`config.mk`:
```
export PLATFORM = sky130hd
export DESIGN_NAME = wb_regfile_writer
export DESIGN_NICKNAME = d
export VERILOG_FILES = /design/src/rtl/cpu_pkg.sv /design/src/rtl/load_extract.sv /design/src/rtl/wb_regfile_writer.sv
export SDC_FILE = /design/constraint.sdc
export NUM_CORES = 1
export LEC_CHECK = 0
export BUFFER_PORTS_ARGS = -buffer_cell sky130_fd_sc_hd__buf_4
export CAP_MARGIN = 0
export CORE_ASPECT_RATIO = 1.5
export CORE_MARGIN = 3
export CORE_UTILIZATION = 55
export DETAILED_ROUTE_END_ITERATION = 8
export GPL_TIMING_DRIVEN = 0
export PLACE_DENSITY = 0.85
export SLEW_MARGIN = 0
export SYNTH_ARGS = -nofsm -noshare
export SYNTH_HDL_FRONTEND = slang
export SYNTH_SLANG_ARGS = --single-unit
export TNS_END_PERCENT = 100
```
`constraint.sdc`:
```
create_clock -name clk -period 2.9 [get_ports clk]
set_input_delay 0.435 -clock clk [delete_from_list [all_inputs] [get_ports clk]]
set_output_delay 0.435 -clock clk [all_outputs]
set_load 0.02 [all_outputs]
```
`src/rtl/cpu_pkg.sv`:
```
// Shared encodings for the write-back stage: load sizes, FSM states and the
// hard-wired zero register.
package cpu_pkg;

    localparam logic [1:0] LD_BYTE = 2'b00;
    localparam logic [1:0] LD_HALF = 2'b01;
    localparam logic [1:0] LD_WORD = 2'b10;

    localparam int unsigned REG_ZERO = 0;

    typedef enum logic [1:0] {
        IDLE    = 2'b00,
        WAIT_LD = 2'b01,
        COMMIT  = 2'b10
    } wb_state_t;

endpackage

```
`src/rtl/load_extract.sv`:
```
// Combinational load-lane selection and sign/zero extension of an aligned
// 32-bit memory word; also flags misaligned half/word accesses.
module load_extract
    import cpu_pkg::*;
(
    input  logic [31:0] rdata,
    input  logic [1:0]  addr,
    input  logic [1:0]  size,
    input  logic        is_unsigned,
    output logic [31:0] data,
    output logic        misaligned
);

    logic [7:0]  byte_v;
    logic [15:0] half_v;

    always_comb begin
        byte_v     = rdata[{addr, 3'b000} +: 8];
        half_v     = addr[1] ? rdata[31:16] : rdata[15:0];
        data       = rdata;
        misaligned = 1'b0;
        case (size)
            LD_BYTE: begin
                data = is_unsigned ? {24'b0, byte_v} : {{24{byte_v[7]}}, byte_v};
            end
            LD_HALF: begin
                data       = is_unsigned ? {16'b0, half_v} : {{16{half_v[15]}}, half_v};
                misaligned = addr[0];
            end
            // reserved size falls through to word behaviour
            default: begin
                data       = rdata;
                misaligned = (addr != 2'b00);
            end
        endcase
    end

endmodule

```
`src/rtl/wb_regfile_writer.sv`:
```
// Write-back stage: accepts retiring MEM-stage instructions, waits for load
// data under a watchdog, and drives the register-file write port.
module wb_regfile_writer
    import cpu_pkg::*;
#(
    parameter int DATA_W  = 32,
    parameter int REG_AW  = 5,
    parameter int TIMEOUT = 16,
    parameter int TO_W    = 5
) (
    input  logic              clk,
    input  logic              reset_n,
    input  logic              in_valid,
    output logic              in_ready,
    input  logic [REG_AW-1:0] in_rd,
    input  logic              in_reg_write,
    input  logic              in_mem_to_reg,
    input  logic [1:0]        in_ld_size,
    input  logic              in_ld_unsigned,
    input  logic [DATA_W-1:0] in_alu_result,
    input  logic              dmem_rvalid,
    input  logic [DATA_W-1:0] dmem_rdata,
    output logic [REG_AW-1:0] RW,
    output logic [DATA_W-1:0] busW,
    output logic              RegWrite,
    output logic              err_misalign,
    output logic              err_timeout,
    input  logic              err_clear,
    output logic [31:0]       retire_cnt
);

    wb_state_t         state;
    logic [REG_AW-1:0] cap_rd;
    logic              cap_we;
    logic [1:0]        cap_size;
    logic [1:0]        cap_lane;
    logic              cap_uns;
    logic [TO_W-1:0]   wdog;
    logic [DATA_W-1:0] ld_data;
    logic              ld_mis;
    logic              accept;

    assign in_ready = (state != WAIT_LD);
    assign accept   = in_valid & in_ready;

    load_extract u_extract (
        .rdata       (dmem_rdata),
        .addr        (cap_lane),
        .size        (cap_size),
        .is_unsigned (cap_uns),
        .data        (ld_data),
        .misaligned  (ld_mis)
    );

    always_ff @(posedge clk or negedge reset_n) begin
        if (!reset_n) begin
            state        <= IDLE;
            cap_rd       <= '0;
            cap_we       <= 1'b0;
            cap_size     <= '0;
            cap_lane     <= '0;
            cap_uns      <= 1'b0;
            wdog         <= '0;
            RW           <= '0;
            busW         <= '0;
            RegWrite     <= 1'b0;
            err_misalign <= 1'b0;
            err_timeout  <= 1'b0;
            retire_cnt   <= '0;
        end else begin
            RegWrite <= 1'b0;
            if (state == COMMIT)
                retire_cnt <= retire_cnt + 32'd1;
            // clear first so a same-cycle set below wins
            if (err_clear) begin
                err_misalign <= 1'b0;
                err_timeout  <= 1'b0;
            end
            case (state)
                IDLE, COMMIT: begin
                    if (accept) begin
                        cap_rd   <= in_rd;
                        cap_we   <= in_reg_write;
                        cap_size <= in_ld_size;
                        cap_lane <= in_alu_result[1:0];
                        cap_uns  <= in_ld_unsigned;
                        if (in_mem_to_reg) begin
                            state <= WAIT_LD;
                            wdog  <= '0;
                        end else begin
                            state    <= COMMIT;
                            RW       <= in_rd;
                            busW     <= in_alu_result;
                            RegWrite <= in_reg_write && (in_rd != REG_AW'(REG_ZERO));
                        end
                    end else begin
                        state <= IDLE;
                    end
                end
                WAIT_LD: begin
                    if (dmem_rvalid) begin
                        state    <= COMMIT;
                        RW       <= cap_rd;
                        busW     <= ld_data;
                        RegWrite <= cap_we && (cap_rd != REG_AW'(REG_ZERO)) && !ld_mis;
                        if (ld_mis)
                            err_misalign <= 1'b1;
                    end else if (wdog == TO_W'(TIMEOUT - 1)) begin
                        state       <= IDLE;
                        err_timeout <= 1'b1;
                    end else begin
                        wdog <= wdog + 1'b1;
                    end
                end
                default: state <= IDLE;
            endcase
        end
    end

endmodule
```
### Word-level counts from Yosys, hierarchy flattened

Cells that the tools add are included.

* input port bits: 79
* bits in registers: 90
* word-level logic and storage cells: 78

* equality and inequality tests: 12
* reductions and logical operators: 14
* bitwise logic cells: 1
* shift operators: 1
* muxes and demuxes: 35
* $add $sub $neg: 2

Operator list (number)
* 32-bit 2-to-1 mux: 5
* 32-bit case mux with 2 select lines: 2
* 5-bit 2-to-1 mux: 7
* 32-bit by 1-bit adder with 32-bit output, second input constant: 1
* 32-bit by 6-bit indexed part select with 8-bit output: 1
* 5-bit case mux with 2 select lines: 2
* 16-bit 2-to-1 mux: 1
* 2-bit != test, second input constant: 6
* 1-bit 2-to-1 mux: 11
* 5-bit nonzero test: 2
* 2-bit 2-to-1 mux: 4
* 5-bit by 1-bit adder with 5-bit output, second input constant: 1
* 5-bit by 4-bit == test with 1-bit output, second input constant: 1
* 5-bit AND reduction: 1
* 2-bit by 1-bit == test with 1-bit output, second input constant: 2
* 2-bit logical NOT: 2
* 1-bit case mux with 2 select lines: 2
* 2-bit case mux with 2 select lines: 1
* 4-bit AND reduction: 1
* 2-bit nonzero test: 2
* 1-bit logical AND: 3
* 3-bit != test, second input constant: 1
* 2-bit == test, second input constant: 1
* 2-bit by 1-bit != test with 1-bit output, second input constant: 1
* other kinds (4): 4

### Depth between registers and ports, before layout

Gate-level depths: netlist of the first run.

* word-level depth: 6
* mapped depth: 7

### Modules after synthesis

From an unflattened synthesis of the first run, not the netlist that was laid out.

* cell total of the unflattened synthesis: 462
* area total of the unflattened synthesis: 4755.8 µm²

By module, submodules not included
* wb_regfile_writer: cells an instance 364, area each 4038.9 µm², times used 1
* load_extract: cells an instance 98, area each 716.9 µm², times used 1

### Worst setup path before layout of the first run

OpenSTA, ideal clock, no wires.

* path kind: flip-flop to flip-flop
* from: register wdog[0]
* to: register wdog[0]
* slack: 0.921 ns
* cell stages (with the launch flop): 7
* required time: 2.775 ns
* library setup time: 0.125 ns
* buffers on the path: 0
* period minus slack after synthesis: 1.979 ns
* arrival: 1.855 ns
* cells stage by stage: dfrtp_1 > ha_1 > and3_1 > ha_1 > nor4b_1 > a21oi_1 > mux2_2

* longest elaborated chain between the ends: 4
* elaborated cells on any way between the ends: 7
* those cells by class: 1 x add/sub; 2 x eq/ne; 3 x mux; 1 x reduce/logical

Ends and longest elaborated chain
* start, declared: RTL line wb_regfile_writer.sv:38 `logic [TO_W-1:0] wdog;`
* start signal, assigned: RTL line wb_regfile_writer.sv:112 `wdog <= wdog + 1'b1;`
* 5-bit by 1-bit adder with 5-bit output: RTL line wb_regfile_writer.sv:112
* 5-bit 2-to-1 mux: RTL line wb_regfile_writer.sv:108 `end else if (wdog == TO_W'(TIMEOUT - 1)) begin`
* 5-bit 2-to-1 mux: RTL line wb_regfile_writer.sv:101 `if (dmem_rvalid) begin`
* 5-bit case mux with 2 select lines: RTL line wb_regfile_writer.sv:79 `case (state)`

Several ways; a longest one is shown, not always the timed one. The select of a mux whose other input is x is not followed.
A chain may end at the register's enable or synchronous reset.

### Worst setup path in the final report of the first run

* from: register state[0]
* to: output in_ready

* longest elaborated chain between the ends: 1

Ends and longest elaborated chain
* start, declared: RTL line wb_regfile_writer.sv:32 `wb_state_t state;`
* start signal, assigned: RTL line wb_regfile_writer.sv:57 `state <= IDLE;`
* start signal, assigned: RTL line wb_regfile_writer.sv:88 `state <= WAIT_LD;`
* start signal, assigned: RTL line wb_regfile_writer.sv:91 `state <= COMMIT;`
* 2-bit by 1-bit != test with 1-bit output: RTL line wb_regfile_writer.sv:43 `assign in_ready = (state != WAIT_LD);`
* end, declared: RTL line wb_regfile_writer.sv:14 `output logic in_ready,`

Every way passes these cells.

==> impl_metrics.yaml, run 1 <==
placement:
  place.gp.congestion: 0.854
  hpwl_um: 10200
  io_buffer_count: 151
  dpl-instance-area_um2: 6030
finish:
  post-route-cell-area_um2: 6310
  fill_cells: 585
  nNetsFinal: 718
  area_growth_pct: 32.4
  diodes: 0
  layout-drive-gt1-share_pct: 33.5
  multi_input_area_um2: 2330
  seqCellArea_um2: 2250
yosys:
  syn-num-nets: 556
  ys_ff_latch: 90
  postSynthAreaPerCell_um2: 10.1
  synth_area_leader_cell: "dfrtp_1"
  synth-seq-area-share_pct: 47.2
  ys.flop_type: "dfrtp_1"
  synth_top_area_share_pct: 47.2
  synth_area_leaders: "dfrtp_1 47%, nand2_1 5.4%, mux2i_1 5.2%"
  synth_edf_count: 0
  ys_types: 55
  synth_warnings: 0
  async_flop_share_pct: 100
  ys_top_cells_by_count: "90 x dfrtp_1, 68 x nand2_1, 34 x nor2_1"
  synthesis.area_um2: 4770
  yosysMostFrequentCell: "dfrtp_1"
  postSynthCellCount: 474
clock_tree:
  clock-root-buffer: "clkbuf_16"
  cts_setup_buffers: 0
  cts_max_level: 3
  clk_pin_slew_worst_paths_ns: 0.06
  cts_buffers: 9
  cts_tree: "built"
  ctsHoldBuffers: 0
  clock_path_buffers: 2
  clock_latency_ns: 0.35
  cts_sinks: 90
  cts_resized: 0
floorplan:
  dieWidth_um: 82.0
  initial_core_util_pct: 56.7
  dieArea_um2: 9840
  pin_count: 152
  num_rows: 41
  die_y_um: 120
  fp.coreArea_um2: 8410
timing:
  setup_tns_ns: 0
  fmax_ghz: 0.426
  slew_headroom_pct: 24.2
  min_period_over_period_pct: 81.0
  hold_viol: 0
  worstMarginPinSlew_ns: 1.14
  finalSetupViolations: 0
  rsz0062_at_grt: "no"
  finClkSkew_ns: 0.00721
  min_period_ns: 2.35
  maxSlewViolCount: 0
drt:
  vias_per_cell: 5.93
  dr.pass1.iters: 5
  avgRoutedWirePerCell_um: 18.3
  drtIter0Drc: 271
  route.detailed.drc: 0
  wirelength_um: 13700
  drtAntennaViolNets: 0
  vias: 4425
run_status:
  outcome: "complete, no violations"
setup_path:
  r2r-start: "wdog[0]$_DFFE_PN0P_"
  required_ns: 2.47
  cp_num_buf_inv: 3
  slowest_delay_ns: 0.43
  path_class: "flip-flop to output pin"
  reg2reg_to: "wdog[2]$_DFFE_PN0P_"
  cp-startpoint: "state[0]$_DFFE_PN0P_"
  crit_fanout: 10
  crit_family: "buffers and inverters"
  crit_arrival_ns: 1.91
  slowest_stage: "dfrtp_1"
  r2r_slack_ns: 0.59
  reg2reg_depth: 7
  start_kind: "flip-flop"
  end_kind: "output pin"
  crit_chain: "nor2b_4 -> clkinv_1 -> clkbuf_1 -> buf_4"
power:
  total_power_uw: 4270
  ir_worst_vdd_uv: 384
  leakage_uw: 0.00297
  p_per_area_nw_per_um2: 677
grt:
  grt_max_degree: 91
  grt_pass1_vias: 4324
  overflow: 0
  antenna_found_initial: 0
  grt_pass1_wl_um: 21100
  grt_usage_pct: 28.1
worst_hold_path:
  hp-class: "input pin to flip-flop"
  hold_start: "in_mem_to_reg"
  hold_depth: 2
  min_to: "wdog[3]$_DFFE_PN0P_"
run:
  max_cap_viol_count: 0
logic make-up (layout without fill, tap and decap cells):
logic type                 Yosys count  after routing  share of synthesized area, %
AOI/OAI and AO/OA                   76             76                          12.3
xor gates and xnor gates            32             32                          5.88
adders and majority gates            3              3                         0.787
buffers and inverters               40            205                          3.94
DFF                                 90             90                          47.2
muxes                               44             44                          9.74
and+or+nand+nor                    189            189                          20.2
sequential cells by signal, summed over array words and instances, names as in the netlist:
| register | count |
|---|---|
| cap_rd | 5 |
| err_misalign | 1 |
| cap_we | 1 |
| retire_cnt | 32 |
| cap_lane | 2 |
| err_timeout | 1 |
| cap_uns | 1 |
| state | 2 |
| cap_size | 2 |
| RW | 5 |
| busW | 32 |
| wdog | 5 |
| RegWrite | 1 |
power by group:
part	switching, µW	internal, µW	leakage (µW)
sequential	191	1500	0.00113
clock	465	645	0.000138
combinational	826	647	0.00170
per-stage QoR:
step | setup slack (ns) | hold slack (ns) | std cells | utilization (%)
6_report | 0.550 | 0.292 | 746 | 75.0
5_1_grt | 0.449 | 0.288 | 746 | 75.0
4_1_cts | 0.570 | 0.284 | 746 | 75.0
3_5_place_dp | 0.564 | 0.472 | 732 | 71.7
3_3_place_gp | 0.708 | 0.463 | 732 | 71.7
2_1_floorplan | 0.921 | 0.139 | 474 | -
area by class of cell:
| cell class | instances | area share [%] |
|---|---|---|
| multi-input cells | 344 | 36.9 |
| flip-flops and latches | 90 | 35.7 |
| repair buffers | 151 | 18.0 |
| clock buffers | 13 | 4.28 |
| plain buffers | 29 | 2.28 |
| well taps | 107 | 2.12 |
| inverters | 11 | 0.694 |
| clock inverters | 1 | 0.139 |
how the worst max path moves through the flow:
stage                          end  slack, ns  cells past startpoint
5_1_grt        wdog[2]$_DFFE_PN0P_       0.45                      7
3_5_place_dp   wdog[2]$_DFFE_PN0P_       0.56                      7
3_3_place_gp   wdog[0]$_DFFE_PN0P_       0.71                      6
6_report                  in_ready       0.55                      4
2_1_floorplan  wdog[0]$_DFFE_PN0P_       0.92                      6
4_1_cts        wdog[2]$_DFFE_PN0P_       0.57                      7
routing by layer:
| layer | up-vias | part of all wire (%) | track usage, % |
|---|---|---|---|
| met4 | 0 | 3.6 | 15.1 |
| li1 | 2022 | - | - |
| met3 | 39 | 7.5 | 5.26 |
| met5 | - | 0 | 0 |
| met1 | 2129 | 38 | 32.3 |
| met2 | 235 | 51 | 47.9 |
layout by cell type, fill, tap and decap left out, types with 14 or more instances in the layout:
| cell | synthesis | final |
|---|---|---|
| dfrtp_1 | 90 | 90 |
| a211oi_1 | 17 | 17 |
| nor3_1 | 18 | 18 |
| mux2_2 | 19 | 19 |
| mux2i_1 | 25 | 25 |
| nand4_1 | 14 | 14 |
| xnor2_1 | 27 | 27 |
| nor2_1 | 34 | 34 |
| nand2_1 | 68 | 68 |
| buf_4 | 2 | 153 |
Note: power is estimated with default switching activity, not from simulation.
==> run 2, diff against run 1 <==
ABC_AREA = 1   (was unset)
CORE_UTILIZATION = 53   (was 55)
PLACE_DENSITY = 0.81   (was 0.85)
clock period = 2.33 ns   (was 2.9 ns; I/O delays follow)
==> impl_metrics.yaml, run 2 <==
clock_tree:
  cts_tree: "built"
  cts_setup_buffers: 0
  cts_resized: 0
  clock_latency_ns: 0.34
  ctsHoldBuffers: 0
  cts_sinks: 90
  clock-root-buffer: "clkbuf_16"
  cts_max_level: 3
  clock_path_buffers: 2
  clk_pin_slew_worst_paths_ns: 0.07
  cts_buffers: 9
timing:
  slew_headroom_pct: 23.8
  maxSlewViolCount: 0
  rsz0062_at_grt: "no"
  fmax_ghz: 0.500
  hold_viol: 0
  min_period_ns: 2.00
  setup_tns_ns: 0
  min_period_over_period_pct: 85.8
  layout_setup_ws_ns: 0.331
  finClkSkew_ns: 0.00666
  worstMarginPinSlew_ns: 1.14
  finalSetupViolations: 0
yosys:
  synth_top_area_share_pct: 41.9
  async_flop_share_pct: 100
  postSynthCellCount: 773
  synth_warnings: 0
  syn-num-nets: 855
  synth-seq-area-share_pct: 41.9
  synthesis.area_um2: 5380
  ys_ff_latch: 90
  ys.flop_type: "dfrtp_1"
  synth_area_leader_cell: "dfrtp_1"
  synth_area_leaders: "dfrtp_1 42%, nand2_1 22%, nor2_1 5.3%"
  yosysMostFrequentCell: "nand2_1"
  ys_types: 34
  synth_edf_count: 0
  ys_top_cells_by_count: "320 x nand2_1, 90 x dfrtp_1, 76 x nor2_1"
  postSynthAreaPerCell_um2: 6.95
placement:
  hpwl_um: 13600
  post-place-ws_ns: 0.593
  dpl-instance-area_um2: 6650
  place.gp.congestion: 0.956
  io_buffer_count: 151
setup_path:
  cp-startpoint: "state[0]$_DFFE_PN0P_"
  required_ns: 1.98
  crit_fanout: 10
  r2r-start: "wdog[0]$_DFFE_PN0P_"
  crit_chain: "nand2_1 -> buf_2 -> buf_2 -> buf_4"
  reg2reg_to: "wdog[3]$_DFFE_PN0P_"
  end_kind: "output pin"
  reg2reg_depth: 11
  endpoint: "in_ready"
  crit_arrival_ns: 1.65
  slowest_stage: "dfrtp_1"
  path_class: "flip-flop to output pin"
  cpMostUsedCell: "buf_2"
  slowest_delay_ns: 0.42
  start_kind: "flip-flop"
  r2r_slack_ns: 0.54
grt:
  grt_max_degree: 91
  grt_pass1_vias: 5733
  grt_usage_pct: 30.7
  overflow: 0
  antenna_found_initial: 0
  grt_pass1_wl_um: 26800
drt:
  drtIter0Drc: 298
  top_layer_used: "met4"
  wl_met3_um: 932
  route.detailed.drc: 0
  wirelength_um: 17200
  wl_met1_um: 6070
  drtAntennaViolNets: 0
  dr.pass1.iters: 6
  vias_per_cell: 5.46
  vias: 5761
  avgRoutedWirePerCell_um: 16.3
  wl_met2_um: 9180
floorplan:
  dieArea_um2: 11400
  num_rows: 44
  dieWidth_um: 88.2
  fp.coreArea_um2: 9800
  initial_core_util_pct: 54.9
  die_y_um: 129
  pin_count: 152
finish:
  layout-drive-gt1-share_pct: 24.3
  reg.largest.list: "busW x32, retire_cnt x32"
  area_growth_pct: 29.1
  diodes: 0
  fin_util_pct: 70.8
  post-route-cell-area_um2: 6940
  layout_common_cells: "320 x nand2_1, 153 x buf_4, 90 x dfrtp_1"
  layout_commonest_cell: "nand2_1"
  nNetsFinal: 1017
run_status:
  outcome: "complete, no violations"
power:
  p_per_area_nw_per_um2: 837
  netSwitchingFraction_pct: 39.2
  clkPwrFrac_pct: 24.1
  leakage_uw: 0.00360
  p_seq_share_pct: 37.4
  p_sw_uw: 2280
  ir_worst_vdd_uv: 589
  intPower_uw: 3530
  combPwrFrac_pct: 38.6
worst_hold_path:
  hp-class: "input pin to asynchronous set/reset pin"
run:
  max_cap_viol_count: 0
==> run 2: worst min-delay path by stage <==
stage / start / to / slack [ns]
after global placement: cap_we$_DFFE_PN0P_ / cap_we$_DFFE_PN0P_ / 0.46
final: reset_n / retire_cnt[8]$_DFFE_PN0N_ / 0.22
after detailed placement: busW[24]$_DFFE_PN0P_ / busW[24]$_DFFE_PN0P_ / 0.47
after global routing: in_ld_size[1] / cap_size[1]$_DFFE_PN0P_ / 0.22
after floorplan: reset_n / RW[0]$_DFFE_PN0P_ / 0.05
after CTS: in_ld_size[1] / cap_size[1]$_DFFE_PN0P_ / 0.21
==> run 2: per-stage QoR <==
stage	hold slack [ns]	std cells	total power, µW
after global routing	0.221	1055	6160
after CTS	0.215	1055	5840
after floorplan	0.0539	773	3490
after global placement	0.461	1039	4350
final	0.222	1055	5810
after detailed placement	0.466	1039	4420
==> run 2: cell type report <==
| cell class | instances | area (µm²) |
|---|---|---|
| Fill cell | 797 | 2860 |
| Multi-Input combinational cell | 604 | 2770 |
| Sequential cell | 90 | 2250 |
| Timing Repair Buffer | 151 | 1130 |
| Clock buffer | 10 | 239 |
| Inverter | 49 | 189 |
| Buffer | 30 | 169 |
| Tap cell | 115 | 144 |
| Clock inverter | 6 | 50.0 |
==> run 2: power groups by stage <==
stage                     sequential (µW)  combinational, µW  clock (µW)
after global routing                 2210               2450        1500
after floorplan                      2460               1030           0
after CTS                            2170               2240        1430
final                                2170               2240        1400
after detailed placement             2190               2230           0
after global placement               2170               2180           0
==> run 2: kinds of logic (layout without fill, tap and decap cells) <==
group | Yosys count | in the layout | synth area share [%]
flops | 90 | 90 | 41.9
buf+inv | 79 | 246 | 6.66
xor+xnor | 15 | 15 | 2.44
simple gates | 497 | 497 | 39.2
compound gates | 89 | 89 | 9.05
fa+ha+maj | 3 | 3 | 0.698
==> run 2: routing by layer <==
metal | track usage (%) | vias to the layer above
met5 | 0 | -
met4 | 18.1 | 0
met3 | 5.41 | 76
met2 | 56.1 | 241
met1 | 31.8 | 2669
li1 | - | 2775
==> run 2: worst max-delay path: cells and delay by family (launching register included) <==
| family | cells | cell delay (ns) |
|---|---|---|
| buffers and inverters | 3 | 0.71 |
| flip-flops | 1 | 0.42 |
| AND/OR/NAND/NOR | 1 | 0.18 |
==> run 3, diff against run 2 <==
CORE_UTILIZATION = 48   (was 53)
PLACE_DENSITY = 0.77   (was 0.81)
clock period = 1.64 ns   (was 2.33 ns; I/O delays follow)
==> impl_metrics.yaml, run 3 (synthesis results as in run 2) <==
run_status:
  outcome: "finished, violations left"
  violations: "setup timing"
drt:
  avgRoutedWirePerCell_um: 15.5
  vias: 5690
  drtAntennaViolNets: 0
  dr.pass1.iters: 5
  route.detailed.drc: 0
  wirelength_um: 17000
  vias_per_cell: 5.18
  drtIter0Drc: 300
grt:
  overflow: 0
  top_usage_layer: "met2"
  met2_usage_pct: 48.6
  grt_pass1_wl_um: 26400
  met1_usage_pct: 29.2
  met3_usage_pct: 4.39
  antenna_found_initial: 0
  grt_pass1_vias: 5460
  grt_max_degree: 91
  grt_usage_pct: 27.1
power:
  ir_worst_vdd_uv: 834
  leakage_uw: 0.00369
  p_per_area_nw_per_um2: 1190
clock_tree:
  clock-root-buffer: "clkbuf_16"
  cts_sinks: 90
  ctsHoldBuffers: 0
  clock_path_buffers: 2
  cts_max_level: 3
  clk_pin_slew_worst_paths_ns: 0.07
  cts_buffers: 9
  cts_tree: "built"
  clock_latency_ns: 0.35
finish:
  area_growth_pct: 34.0
  nNetsFinal: 1031
  post-route-cell-area_um2: 7200
  multi_input_area_um2: 2860
  reg.largest.list: "busW x32, retire_cnt x32"
  seqCellArea_um2: 2260
  diodes: 0
  layout-drive-gt1-share_pct: 28.4
  fill_cells: 992
  layout_common_cells: "314 x nand2_1, 167 x buf_4, 86 x dfrtp_1"
  layout_commonest_cell: "nand2_1"
  fin_util_pct: 66.9
floorplan:
  dieArea_um2: 12500
  pin_count: 152
  num_rows: 46
  dieWidth_um: 92.4
  fp.coreArea_um2: 10800
  initial_core_util_pct: 49.9
  die_y_um: 136
timing:
  min_period_over_period_pct: 102
  layout_setup_ws_ns: -0.0337
  slew_headroom_pct: 25.2
  worstMarginPinSlew_ns: 1.12
  maxSlewViolCount: 0
  rsz0062_at_grt: "yes"
  finalSetupViolations: 1
  fmax_ghz: 0.597
  hold_viol: 0
  min_period_ns: 1.67
  finClkSkew_ns: 0.00583
placement:
  place.gp.congestion: 0.994
  dpl-instance-area_um2: 6690
  io_buffer_count: 151
  hpwl_um: 12800
  post-place-ws_ns: -0.130
setup_path:
  r2r-start: "wdog[0]$_DFFE_PN0P_"
  crit_family: "adder cells"
  crit_fanout: 4
  reg2reg_depth: 10
  slowest_stage: "dfrtp_1"
  path_class: "flip-flop to flip-flop"
  cp_num_buf_inv: 1
  reg2reg_to: "wdog[2]$_DFFE_PN0P_"
  crit_chain: "ha_2 -> nand2_2 -> nor2_2 -> ha_2 -> nor2_4 -> nand2_2 -> nand2_4 -> buf_4 -> a21oi_1 -> a21oi_1"
  slowest_delay_ns: 0.39
  crit_arrival_ns: 1.91
  r2r_slack_ns: -0.03
  end_kind: "flip-flop"
  start_kind: "flip-flop"
  required_ns: 1.88
worst_hold_path:
  min_to: "cap_we$_DFFE_PN0P_"
  hold_depth: 3
  hp-class: "input pin to flip-flop"
  hold_start: "in_reg_write"
run:
  max_cap_viol_count: 0
## run 3: cell type report
| cell class | instances | share of cell area (%) |
|---|---|---|
| inverter | 49 | 2.62 |
| clock buffer | 11 | 3.51 |
| buffer | 29 | 2.47 |
| timing repair buffer | 166 | 17.4 |
| multi-input combinational | 604 | 39.7 |
| tap | 144 | 2.50 |
| clock inverter | 5 | 0.521 |
| sequential | 90 | 31.3 |
## run 3: per-stage QoR
| stage | setup TNS [ns] | hold WS [ns] | power [µW] | instances |
|---|---|---|---|---|
| after detailed placement | -0.383 | 0.461 | 6270 | 1068 |
| after global placement | -0.189 | 0.459 | 6220 | 1068 |
| after floorplan | 0 | -0.0496 | 4960 | 773 |
| after global routing | -0.292 | 0.117 | 9000 | 1098 |
| after CTS | 0 | 0.104 | 8390 | 1089 |
| final | -0.0337 | 0.108 | 8540 | 1098 |
## run 3: worst max path at each step
stage / start / end / slack [ns] / cells past startpoint
finish: wdog[0]$_DFFE_PN0P_ / wdog[2]$_DFFE_PN0P_ / -0.03 / 10
global route: wdog[1]$_DFFE_PN0P_ / wdog[3]$_DFFE_PN0P_ / -0.11 / 11
CTS: wdog[0]$_DFFE_PN0P_ / wdog[3]$_DFFE_PN0P_ / 0.01 / 10
detailed placement: wdog[0]$_DFFE_PN0P_ / wdog[3]$_DFFE_PN0P_ / -0.13 / 10
global placement: wdog[0]$_DFFE_PN0P_ / wdog[3]$_DFFE_PN0P_ / -0.11 / 10
floorplan: retire_cnt[1]$_DFFE_PN0N_ / retire_cnt[16]$_DFFE_PN0N_ / 0.0005 / 10
## run 3: tightest hold or removal path: stages
cell,delay [ns]
buf_4,0.08
nand2_1,0.04
nand2_1,0.05
## run 3: timing repair
action                                  4_1_cts  5_1_grt
cloned                                        0        0
buffers inserted                              5       11
resized for setup                            11       33
endpoints found under the setup margin       21       41
pin swaps                                     2       10
## run 3: layer usage
layer  part of all wire, %  routed length, µm  vias to the layer above
met1                    36               6090                     2596
met2                    52               8930                      220
met4                   5.8                992                        0
met5                     0                  0                        -
li1                      -                  -                     2812
met3                   5.9               1010                       62
## run 3: report_power, final
part	leakage (µW)	internal (µW)	switching [µW]
logic	0.00241	1390	2050
clock network	0.000143	1120	908
registers	0.00114	2710	364
total	0.00369	5220	3320
